==> config.mk <==
export PLATFORM = sky130hd
export DESIGN_NAME = alu_op_sequencer
export DESIGN_NICKNAME = d
export VERILOG_FILES = /design/src/rtl/alu_seq_pkg.sv /design/src/rtl/onehot_sel_decode.sv /design/src/rtl/alu_op_sequencer.sv
export SDC_FILE = /design/constraint.sdc
export NUM_CORES = 1
export LEC_CHECK = 0
export BUFFER_PORTS_ARGS = -buffer_cell sky130_fd_sc_hd__clkbuf_2
export CORE_ASPECT_RATIO = 1.1
export CORE_MARGIN = 3
export CORE_UTILIZATION = 33
export CTS_CLUSTER_DIAMETER = 40
export DETAILED_ROUTE_END_ITERATION = 10
export MAX_ROUTING_LAYER = met4
export SETUP_SLACK_MARGIN = 0.2
export SLEW_MARGIN = 10
export SYNTH_ARGS = -nofsm -noshare
export SYNTH_HDL_FRONTEND = slang
export SYNTH_HIERARCHICAL = 1
export SYNTH_SLANG_ARGS = --single-unit
==> constraint.sdc <==
create_clock -name clk -period 8 [get_ports clk]
set_clock_uncertainty 0.2 [all_clocks]
set_input_delay 0.8 -clock clk [delete_from_list [all_inputs] [get_ports clk]]
set_output_delay 0.8 -clock clk [all_outputs]
set_load 0.05 [all_outputs]
==> src/rtl/alu_seq_pkg.sv <==
// Shared definitions for the ALU operation sequencer: FSM state encoding and
// operand mode constants.
package alu_seq_pkg;

  typedef enum logic [2:0] {
    ST_IDLE = 3'd0,
    ST_LD_B = 3'd1,
    ST_LD_A = 3'd2,
    ST_EXEC = 3'd3,
    ST_WB   = 3'd4,
    ST_DONE = 3'd5,
    ST_ERR  = 3'd6
  } state_t;

  localparam logic MODE_IMM = 1'b0;
  localparam logic MODE_REG = 1'b1;

endpackage

==> src/rtl/onehot_sel_decode.sv <==
// Register index to one-hot enable decoder; an out-of-range index or a low
// enable yields an all-zero vector.
module onehot_sel_decode #(
  parameter int SEL_W    = 6,
  parameter int NUM_REGS = 5
) (
  input  logic [SEL_W-1:0]    idx,
  input  logic                en,
  output logic [NUM_REGS-1:0] onehot
);

  // Compare the index against every register position.
  always_comb begin
    onehot = '0;
    for (int i = 0; i < NUM_REGS; i++) begin
      onehot[i] = en && (idx == SEL_W'(i));
    end
  end

endmodule

==> src/rtl/alu_op_sequencer.sv <==
// Control FSM sequencing one ALU operation (dst OP imm or dst OP src) over the
// shared data bus; every output is a flop loaded from the next-state decode.
module alu_op_sequencer
  import alu_seq_pkg::*;
#(
  parameter int DATA_W     = 16,
  parameter int NUM_REGS   = 5,
  parameter int SEL_W      = 6,
  parameter int IMM_W      = 6,
  parameter int IMM_SIGNED = 0
) (
  input  logic                clk,
  input  logic                rst,
  input  logic                start,
  input  logic                mode,
  input  logic [SEL_W-1:0]    dst_sel,
  input  logic [SEL_W-1:0]    src_sel,
  input  logic [IMM_W-1:0]    imm,
  input  logic                abort,
  input  logic                alu_ready,
  output logic [NUM_REGS-1:0] reg_in_en,
  output logic [NUM_REGS-1:0] reg_out_en,
  output logic                imm_bus_en,
  output logic [DATA_W-1:0]   imm_data,
  output logic                alu_a_ld,
  output logic                alu_b_ld,
  output logic                alu_go,
  output logic                alu_out_en,
  output logic                busy,
  output logic                done,
  output logic                err
);

  localparam logic [31:0] NUM_REGS_U = 32'(NUM_REGS);

  function automatic logic [DATA_W-1:0] ext_imm(input logic [IMM_W-1:0] v);
    if (IMM_SIGNED != 0) begin
      return {{(DATA_W-IMM_W){v[IMM_W-1]}}, v};
    end else begin
      return {{(DATA_W-IMM_W){1'b0}}, v};
    end
  endfunction

  state_t             state_r, next_state_s;
  logic               mode_r, mode_s;
  logic [SEL_W-1:0]   dst_r, dst_s, src_r, src_s;
  logic [IMM_W-1:0]   imm_r, imm_s;
  logic               legal_s;

  logic               in_flag_s, out_flag_s;
  logic [SEL_W-1:0]   out_idx_s;
  logic [NUM_REGS-1:0] in_onehot_s, out_onehot_s;
  logic               imm_bus_en_s, alu_a_ld_s, alu_b_ld_s, alu_go_s, alu_out_en_s;
  logic               done_s, err_s;
  logic [DATA_W-1:0]  imm_data_s;

  // Transition logic and operand capture; abort overrides everything but reset.
  always_comb begin
    next_state_s = state_r;
    mode_s       = mode_r;
    dst_s        = dst_r;
    src_s        = src_r;
    imm_s        = imm_r;
    legal_s      = (32'(dst_sel) < NUM_REGS_U) &&
                   ((mode != MODE_REG) || (32'(src_sel) < NUM_REGS_U));
    if (abort) begin
      next_state_s = ST_IDLE;
    end else begin
      case (state_r)
        ST_IDLE: begin
          if (start) begin
            mode_s       = mode;
            dst_s        = dst_sel;
            src_s        = src_sel;
            imm_s        = imm;
            next_state_s = legal_s ? ST_LD_B : ST_ERR;
          end else begin
            next_state_s = ST_IDLE;
          end
        end
        ST_LD_B: next_state_s = ST_LD_A;
        ST_LD_A: next_state_s = ST_EXEC;
        ST_EXEC: begin
          if (alu_ready) begin
            next_state_s = ST_WB;
          end else begin
            next_state_s = ST_EXEC;
          end
        end
        ST_WB:   next_state_s = ST_DONE;
        ST_DONE: next_state_s = ST_IDLE;
        ST_ERR:  next_state_s = ST_IDLE;
        default: next_state_s = ST_IDLE;
      endcase
    end
  end

  // Output decode for the state being entered, so the flops present it in that state.
  always_comb begin
    in_flag_s    = 1'b0;
    out_flag_s   = 1'b0;
    out_idx_s    = dst_s;
    imm_bus_en_s = 1'b0;
    imm_data_s   = '0;
    alu_a_ld_s   = 1'b0;
    alu_b_ld_s   = 1'b0;
    alu_go_s     = 1'b0;
    alu_out_en_s = 1'b0;
    done_s       = 1'b0;
    err_s        = 1'b0;
    case (next_state_s)
      ST_LD_B: begin
        alu_b_ld_s = 1'b1;
        if (mode_s == MODE_IMM) begin
          imm_bus_en_s = 1'b1;
          imm_data_s   = ext_imm(imm_s);
        end else begin
          out_flag_s = 1'b1;
          out_idx_s  = src_s;
        end
      end
      ST_LD_A: begin
        out_flag_s = 1'b1;
        alu_a_ld_s = 1'b1;
      end
      ST_EXEC: alu_go_s = 1'b1;
      ST_WB: begin
        alu_out_en_s = 1'b1;
        in_flag_s    = 1'b1;
      end
      ST_DONE: done_s = 1'b1;
      ST_ERR:  err_s  = 1'b1;
      default: begin
        in_flag_s  = 1'b0;
        out_flag_s = 1'b0;
      end
    endcase
  end

  onehot_sel_decode #(.SEL_W(SEL_W), .NUM_REGS(NUM_REGS)) u_in_dec (
    .idx    (dst_s),
    .en     (in_flag_s),
    .onehot (in_onehot_s)
  );

  onehot_sel_decode #(.SEL_W(SEL_W), .NUM_REGS(NUM_REGS)) u_out_dec (
    .idx    (out_idx_s),
    .en     (out_flag_s),
    .onehot (out_onehot_s)
  );

  // State, operand latches and registered outputs.
  always_ff @(posedge clk) begin
    if (rst) begin
      state_r    <= ST_IDLE;
      mode_r     <= MODE_IMM;
      dst_r      <= '0;
      src_r      <= '0;
      imm_r      <= '0;
      reg_in_en  <= '0;
      reg_out_en <= '0;
      imm_bus_en <= 1'b0;
      imm_data   <= '0;
      alu_a_ld   <= 1'b0;
      alu_b_ld   <= 1'b0;
      alu_go     <= 1'b0;
      alu_out_en <= 1'b0;
      busy       <= 1'b0;
      done       <= 1'b0;
      err        <= 1'b0;
    end else begin
      state_r    <= next_state_s;
      mode_r     <= mode_s;
      dst_r      <= dst_s;
      src_r      <= src_s;
      imm_r      <= imm_s;
      reg_in_en  <= in_onehot_s;
      reg_out_en <= out_onehot_s;
      imm_bus_en <= imm_bus_en_s;
      imm_data   <= imm_data_s;
      alu_a_ld   <= alu_a_ld_s;
      alu_b_ld   <= alu_b_ld_s;
      alu_go     <= alu_go_s;
      alu_out_en <= alu_out_en_s;
      busy       <= (next_state_s != ST_IDLE);
      done       <= done_s;
      err        <= err_s;
    end
  end

endmodule

==> results of run 1 <==
==> worst min-delay path, cell delays in order, from the launching register on <==
cell,delay (ps)
dfxtp_1,310
mux2i_1,70
nor2_1,80
==> sequential cells by signal, summed over array words and instances (netlist names) <==
signal / count
alu_a_ld: 1
alu_b_ld: 1
alu_go: 1
alu_out_en: 1
busy: 1
done: 1
dst_r: 6
err: 1
imm_bus_en: 1
imm_data: 6
imm_r: 6
mode_r: 1
reg_in_en: 5
reg_out_en: 5
src_r: 3
state_r: 3
==> metrics by stage <==
step / utilization (%) / setup WS (ps) / power, mW / cell area (µm²)
after global placement: 40.0 / 4020 / 0.313 / 2080
after detailed placement: 40.0 / 3990 / 0.314 / 2080
after global routing: 41.4 / 4020 / 0.457 / 2150
after CTS: 41.4 / 4280 / 0.437 / 2150
after floorplan: - / 4610 / 0.301 / 1880
final: 41.4 / 4320 / 0.432 / 2150
==> layout make-up <==
class / instances / share of cell area [%]
Clock buffer: 6 / 3.37
Inverter: 6 / 1.05
Multi-Input combinational cell: 128 / 40.5
Sequential cell: 43 / 40.0
Tap cell: 72 / 4.18
Timing Repair Buffer: 47 / 10.9
==> Yosys cell counts (all sizes together) <==
cell type	n	area, µm²
o31ai	1	7.51
clkbuf	5	20.0
and3	1	6.26
a311oi	1	8.76
a21oi	2	10.0
o21ai	3	15.0
dfxtp	43	861
nand2	7	26.3
o21a	1	7.51
o21bai	1	7.51
nor4	4	40.0
and2	1	8.76
nand3b	1	7.51
a21o	2	17.5
conb	1	3.75
a32o	1	10.0
o21ba	1	10.0
nand3	3	15.0
inv	6	22.5
and3b	1	8.76
buf	13	105
nor2b	13	81.3
mux2	6	67.6
nor4b	6	65.1
nor2	25	93.8
a22oi	1	7.51
a2111oi	1	8.76
nand4	1	12.5
and2b	1	8.76
nor3	9	45.0
a211o	2	17.5
mux2i	15	150
or2	1	6.26
a32oi	1	8.76
o22ai	1	6.26
o31a	1	10.0
or4b	3	37.5
==> final timing paths <==
kind	cells after the start	slack, ps	from	end
worst min-delay path	2	290	imm_r[4]$_SDFF_PP0_	imm_r[4]$_SDFF_PP0_
worst min register to register	2	290	imm_r[4]$_SDFF_PP0_	imm_r[4]$_SDFF_PP0_
worst max register to register	6	4440	state_r[2]$_SDFF_PP0_	reg_in_en[2]$_SDFF_PP0_
worst max-delay path	7	4320	start	reg_in_en[2]$_SDFF_PP0_
==> power groups by stage <==
stage | Clock [mW] | Combinational [mW] | Sequential (mW)
6_report | 0.124 | 0.0831 | 0.225
5_1_grt | 0.140 | 0.0910 | 0.226
4_1_cts | 0.128 | 0.0836 | 0.225
3_5_place_dp | 0 | 0.0833 | 0.230
3_3_place_gp | 0 | 0.0832 | 0.230
2_1_floorplan | 0 | 0.0626 | 0.238
==> per-layer routing <==
metal	vias up	share of wire, %	GRT usage [%]
li1	713	-	-
met1	597	46	14.8
met2	40	46	18.2
met3	4	5.6	3.54
met4	0	1.6	4.85
met5	-	0	-
==> kinds of logic after synthesis <==
family	Yosys count	synth area share, %
AO/OA/AOI/OAI	20	8.27
buffers and inverters	24	8.00
flip-flops	43	46.6
AND/OR/NAND/NOR	77	25.1
multiplexers	21	11.8
other	1	0.203
==> flow_metrics.env, run 1 <==
export IMPL_outcome="completed"
export IMPL_yosysWarningCount=6
export IMPL_wl_per_cell_um=12.0
export IMPL_synth_seq_cells=43
export IMPL_final_hold_violation_count=0
export IMPL_cp_slowest_cell="nor2_2"
export IMPL_path_buf_inv=1
export IMPL_static_leakage_power_nw=0.938
export IMPL_regArea_um2=861
export IMPL_cts_repair_resized=0
export IMPL_placementRows=27
export IMPL_cts_buffer_depth=2
export IMPL_maxSlewHeadroom_pct=30.0
export IMPL_path_max_fanout=18
export IMPL_crit_chain="clkbuf_2 -> or4b_1 -> nor2_2 -> mux2_2 -> or4b_4 -> nor4b_1 -> nor2b_1"
export IMPL_power_density_nw_per_um2=201
export IMPL_dr_first_iter_drc_count=58
export IMPL_placedCellCount=296
export IMPL_ios=58
export IMPL_setup_viol_count_final=0
export IMPL_vias=1354
export IMPL_critPathKind="in2reg"
export IMPL_cts_made_buffers=5
export IMPL_dieHeight_um=84.4
export IMPL_diodes=0
export IMPL_seq_area_frac_synth_pct=46.6
export IMPL_hp_class="reg2reg"
export IMPL_switchingPower_mw=0.125
export IMPL_hold_buffers=0
export IMPL_layout_common_cells="clkbuf_2 (47), dfxtp_1 (43), nor2_1 (24), mux2i_1 (15), nor2b_1 (13)"
export IMPL_clkLatencyLatePin_ps=290
export IMPL_gp_congestion=0.834
export IMPL_p_sw_share_pct=28.9
export IMPL_synth_area_um2=1850
export IMPL_critical_path_startpoint_type="primary input"
export IMPL_endpoint_kind="register"
export IMPL_clk_pin_slew_worst_paths_ps=80
export IMPL_die_area_um2=6530
export IMPL_cap_violations=0
export IMPL_grt_antenna_before_repair=0
export IMPL_wl_mm=3.61
export IMPL_final_nets=255
export IMPL_drt_antenna_violating_nets=0
export IMPL_fill_cells=554
export IMPL_comb_power_share_pct=19.2
export IMPL_core_um2=5200
export IMPL_cts_root_buf="clkbuf_8"
export IMPL_post_cts_buffers=0
export IMPL_cpPeakStageDelay_ps=840
export IMPL_fmax_mhz=272
export IMPL_cts_tree="built"
export IMPL_grt_pass1_wl_mm=6.04
export IMPL_post_dp_hpwl_mm=2.80
export IMPL_max_slew_worst_pin_slew_ps=1050
export IMPL_worst_ir_drop_vdd_mv=0.0590
export IMPL_required_ps=8020
export IMPL_first_global_vias=1310
export IMPL_instances_no_fill=302
export IMPL_drv_slew=0
export IMPL_clockPowerShare_pct=28.7
export IMPL_cts_sinks=43
export IMPL_area_growth_synth_to_final_pct=16.7
export IMPL_period_minus_slack_ps=3680
export IMPL_synth_cells=186
export IMPL_p_int_mw=0.307
export IMPL_whs_ps=293
export IMPL_period_share_pct=46.0
export IMPL_final_common_cell="clkbuf_2"
export IMPL_drive_gt1_share_pct=31.3
export IMPL_syn_area_per_cell_um2=9.92
export IMPL_portBuffers=47
export IMPL_die_width_um=77.3
export IMPL_initial_core_util_pct=35.5
export IMPL_worstPathArrival_ps=3700
export IMPL_cp_top_family="simple AND/OR/NAND/NOR gates"
export IMPL_pwr_share_seq_pct=52.1
export IMPL_setup_tns_ps=0
export IMPL_grt_max_degree=35
export IMPL_synth_cell_types=43
export IMPL_h_tree_depth=2
export IMPL_drt_pass1_iter_count=4
export IMPL_multi_input_area_um2=873
export IMPL_grt_overflow_total=0
export IMPL_rsz0062_at_grt="false"
export IMPL_grt_use_total_pct=12.0
export IMPL_drc=0
export IMPL_drt_vias_per_instance=4.48
Note: power is estimated with default switching activity, not from simulation.
==> run 2: changes to the inputs <==
Settings changed: ABC_AREA from default to 1.
Clock period 8 ns to 3.1 ns, I/O delays scaled along.
==> run 2 against run 1 <==
Wire length increased by 5.6%. Flip-flop and latch count unchanged. Sequential share of layout area decreased by 2.5 points. Critical endpoint is now reg_out_en[3]$_SDFF_PP0_. Largest power group unchanged.
==> flow_metrics.env, run 2 <==
export IMPL_period_share_pct=77.9
export IMPL_async_flop_share_pct=0
export IMPL_whs_ps=71.2
export IMPL_met2_usage_pct=20.1
export IMPL_reg2reg_to="reg_out_en[3]$_SDFF_PP0_"
export IMPL_p_int_mw=0.897
export IMPL_worstRegToRegCells=13
export IMPL_comb_power_share_pct=18.4
export IMPL_wl_mm=3.82
export IMPL_yosysTopAreaCell="dfxtp_1"
export IMPL_yosysMostFrequentCell="nor2_1"
export IMPL_grt_max_degree=34
export IMPL_die_area_um2=6820
export IMPL_layout_common_cells="nor2_1 (51), clkbuf_2 (47), dfxtp_1 (43), nand2_1 (40), inv_1 (40)"
export IMPL_p_total_mw=1.25
export IMPL_worstHoldPathCells=3
export IMPL_hp_class="in2reg"
export IMPL_critPathKind="reg2reg"
export IMPL_grt_use_total_pct=12.4
export IMPL_synth_ff_type="dfxtp_1"
export IMPL_dieHeight_um=86.3
export IMPL_portBuffers=47
export IMPL_cts_tree="built"
export IMPL_yosysWarningCount=6
export IMPL_top_regs="dst_r: 6 flops, imm_data: 6 flops, imm_r: 6 flops"
export IMPL_clockPowerShare_pct=35.3
export IMPL_final_hold_violation_count=0
export IMPL_ios=58
export IMPL_utilization_pct=41.5
export IMPL_initial_core_util_pct=34.9
export IMPL_cpPeakStageDelay_ps=390
export IMPL_seq_area_frac_synth_pct=44.5
export IMPL_min_to="imm_r[1]$_SDFF_PP0_"
export IMPL_diodes=0
export IMPL_drive_gt1_share_pct=25.6
export IMPL_critical_path_startpoint_type="register"
export IMPL_cp_top_family="simple AND/OR/NAND/NOR gates"
export IMPL_ys_top_cells_by_area="dfxtp_1 (45%), nor2_1 (9.9%), inv_1 (7.8%)"
export IMPL_grt_util_met3_pct=3.33
export IMPL_rsz0062_at_grt="false"
export IMPL_clk_pin_slew_worst_paths_ps=80
export IMPL_drt_pass1_iter_count=4
export IMPL_crit_chain="nor2_2 -> inv_2 -> nor2_4 -> nand2_2 -> inv_2 -> or2_2 -> inv_1 -> a21oi_1 -> nor2_2 -> nand2_2 -> nor2_1 -> inv_1 -> nor2_1"
export IMPL_first_global_vias=1497
export IMPL_clkLatencyLatePin_ps=290
export IMPL_setup_tns_ps=0
export IMPL_busiest_layer="met2"
export IMPL_placementRows=28
export IMPL_drt_vias_per_instance=4.19
export IMPL_place_ws_ps=702
export IMPL_path_max_fanout=18
export IMPL_power_density_nw_per_um2=544
export IMPL_worst_hold_startpoint="imm[1]"
export IMPL_cts_repair_resized=0
export IMPL_post_cts_buffers=0
export IMPL_instances_no_fill=384
export IMPL_grt_overflow_total=0
export IMPL_worstPathArrival_ps=2430
export IMPL_wl_per_cell_um=9.94
export IMPL_synth_edf_count=0
export IMPL_synth_top_area_share_pct=44.5
export IMPL_cts_made_buffers=5
export IMPL_synth_commonest_cells="nor2_1 (51), dfxtp_1 (43), inv_1 (40), nand2_1 (40), nand3_1 (13)"
export IMPL_grt_pass1_wl_mm=6.47
export IMPL_drc=0
export IMPL_p_sw_share_pct=28.3
export IMPL_regToRegSetupSlack_ps=690
export IMPL_synth_seq_cells=43
export IMPL_design_area_um2=2300
export IMPL_cap_violations=0
export IMPL_post_dp_hpwl_mm=2.92
export IMPL_setup_viol_count_final=0
export IMPL_max_slew_worst_pin_slew_ps=630
export IMPL_final_nets=332
export IMPL_reg2reg_from="state_r[0]$_SDFF_PP0_"
export IMPL_drv_slew=0
export IMPL_worst_ir_drop_vdd_mv=0.262
export IMPL_pwr_share_seq_pct=46.3
export IMPL_core_um2=5540
export IMPL_drt_antenna_violating_nets=0
export IMPL_h_tree_depth=2
export IMPL_die_width_um=79
export IMPL_outcome="completed"
export IMPL_cts_root_buf="clkbuf_8"
export IMPL_vias=1608
export IMPL_synth_cell_types=27
export IMPL_syn_area_per_cell_um2=7.38
export IMPL_fmax_mhz=414
export IMPL_placed_area_um2=2180
export IMPL_grt_antenna_before_repair=0
export IMPL_endpoint_kind="register"
export IMPL_final_common_cell="nor2_1"
export IMPL_fin_ws_ps=685
export IMPL_synth_area_um2=1930
export IMPL_cts_sinks=43
export IMPL_use_met1_pct=14.6
export IMPL_required_ps=3120
export IMPL_period_minus_slack_ps=2410
export IMPL_cts_buffer_depth=2
export IMPL_placedCellCount=376
export IMPL_static_leakage_power_nw=1.13
export IMPL_maxSlewHeadroom_pct=58.0
export IMPL_area_growth_synth_to_final_pct=18.8
export IMPL_path_buf_inv=4
export IMPL_switchingPower_mw=0.354
export IMPL_dr_first_iter_drc_count=87
export IMPL_cp_slowest_cell="dfxtp_1"
export IMPL_hold_buffers=0
export IMPL_synth_cells=262
export IMPL_gp_congestion=0.779
## run 2: changes by cell type after synthesis, moves of 7 or more
cell | before | now
nor2_2 | 0 | 7
nand3_1 | 3 | 13
nor2b_1 | 13 | 0
nand2_1 | 7 | 40
inv_1 | 6 | 40
mux2i_1 | 15 | 6
nor2_1 | 25 | 51
## run 2: worst register-to-register path, delay by kind of cell, from the launching register on
family	cells	cell delay, ps
compound gates	1	60
simple gates	8	1270
buf+inv	4	430
flops	1	390
## run 2: final cells by class
| cell class | count | area, µm² |
|---|---|---|
| tap | 75 | 93.8 |
| clock buffer | 6 | 82.6 |
| multi-input combinational | 168 | 830 |
| inverter | 43 | 161 |
| fill | 605 | 3240 |
| clock inverter | 2 | 35.0 |
| sequential | 43 | 861 |
| timing repair buffer | 47 | 235 |
## run 2: kinds of logic (layout without fill, tap and decap cells)
logic type             Yosys count  after routing  share of synthesized area, %
and+or+nand+nor                128            128                          29.9
buffers and inverters           60             98                          14.4
AOI/OAI and AO/OA               24             24                          7.96
muxes                            6              6                          3.10
other                            1             10                         0.194
DFF                             43             43                          44.5
## run 2: power groups by stage
stage                     Combinational (mW)  Clock, mW  Sequential (mW)
after global placement                 0.229          0            0.592
after CTS                              0.232      0.453            0.580
final                                  0.230      0.441            0.579
after detailed placement               0.231          0            0.593
after global routing                   0.259      0.478            0.582
after floorplan                        0.176          0            0.613
## run 2: per-layer routing
| layer | part of all wire [%] | routed length [µm] |
|---|---|---|
| met5 | 0 | 0 |
| met4 | 1.6 | 60 |
| met3 | 6.3 | 241 |
| met2 | 46 | 1750 |
| met1 | 46 | 1760 |
## run 2: how the worst max path moves through the flow
stage,startpoint,cells past startpoint,to
2_1_floorplan,state_r[0]$_SDFF_PP0_,16,reg_out_en[1]$_SDFF_PP0_
3_3_place_gp,start,13,reg_out_en[3]$_SDFF_PP0_
3_5_place_dp,state_r[0]$_SDFF_PP0_,15,reg_out_en[2]$_SDFF_PP0_
4_1_cts,state_r[0]$_SDFF_PP0_,15,reg_out_en[2]$_SDFF_PP0_
5_1_grt,state_r[0]$_SDFF_PP0_,15,reg_out_en[2]$_SDFF_PP0_
6_report,state_r[0]$_SDFF_PP0_,13,reg_out_en[3]$_SDFF_PP0_
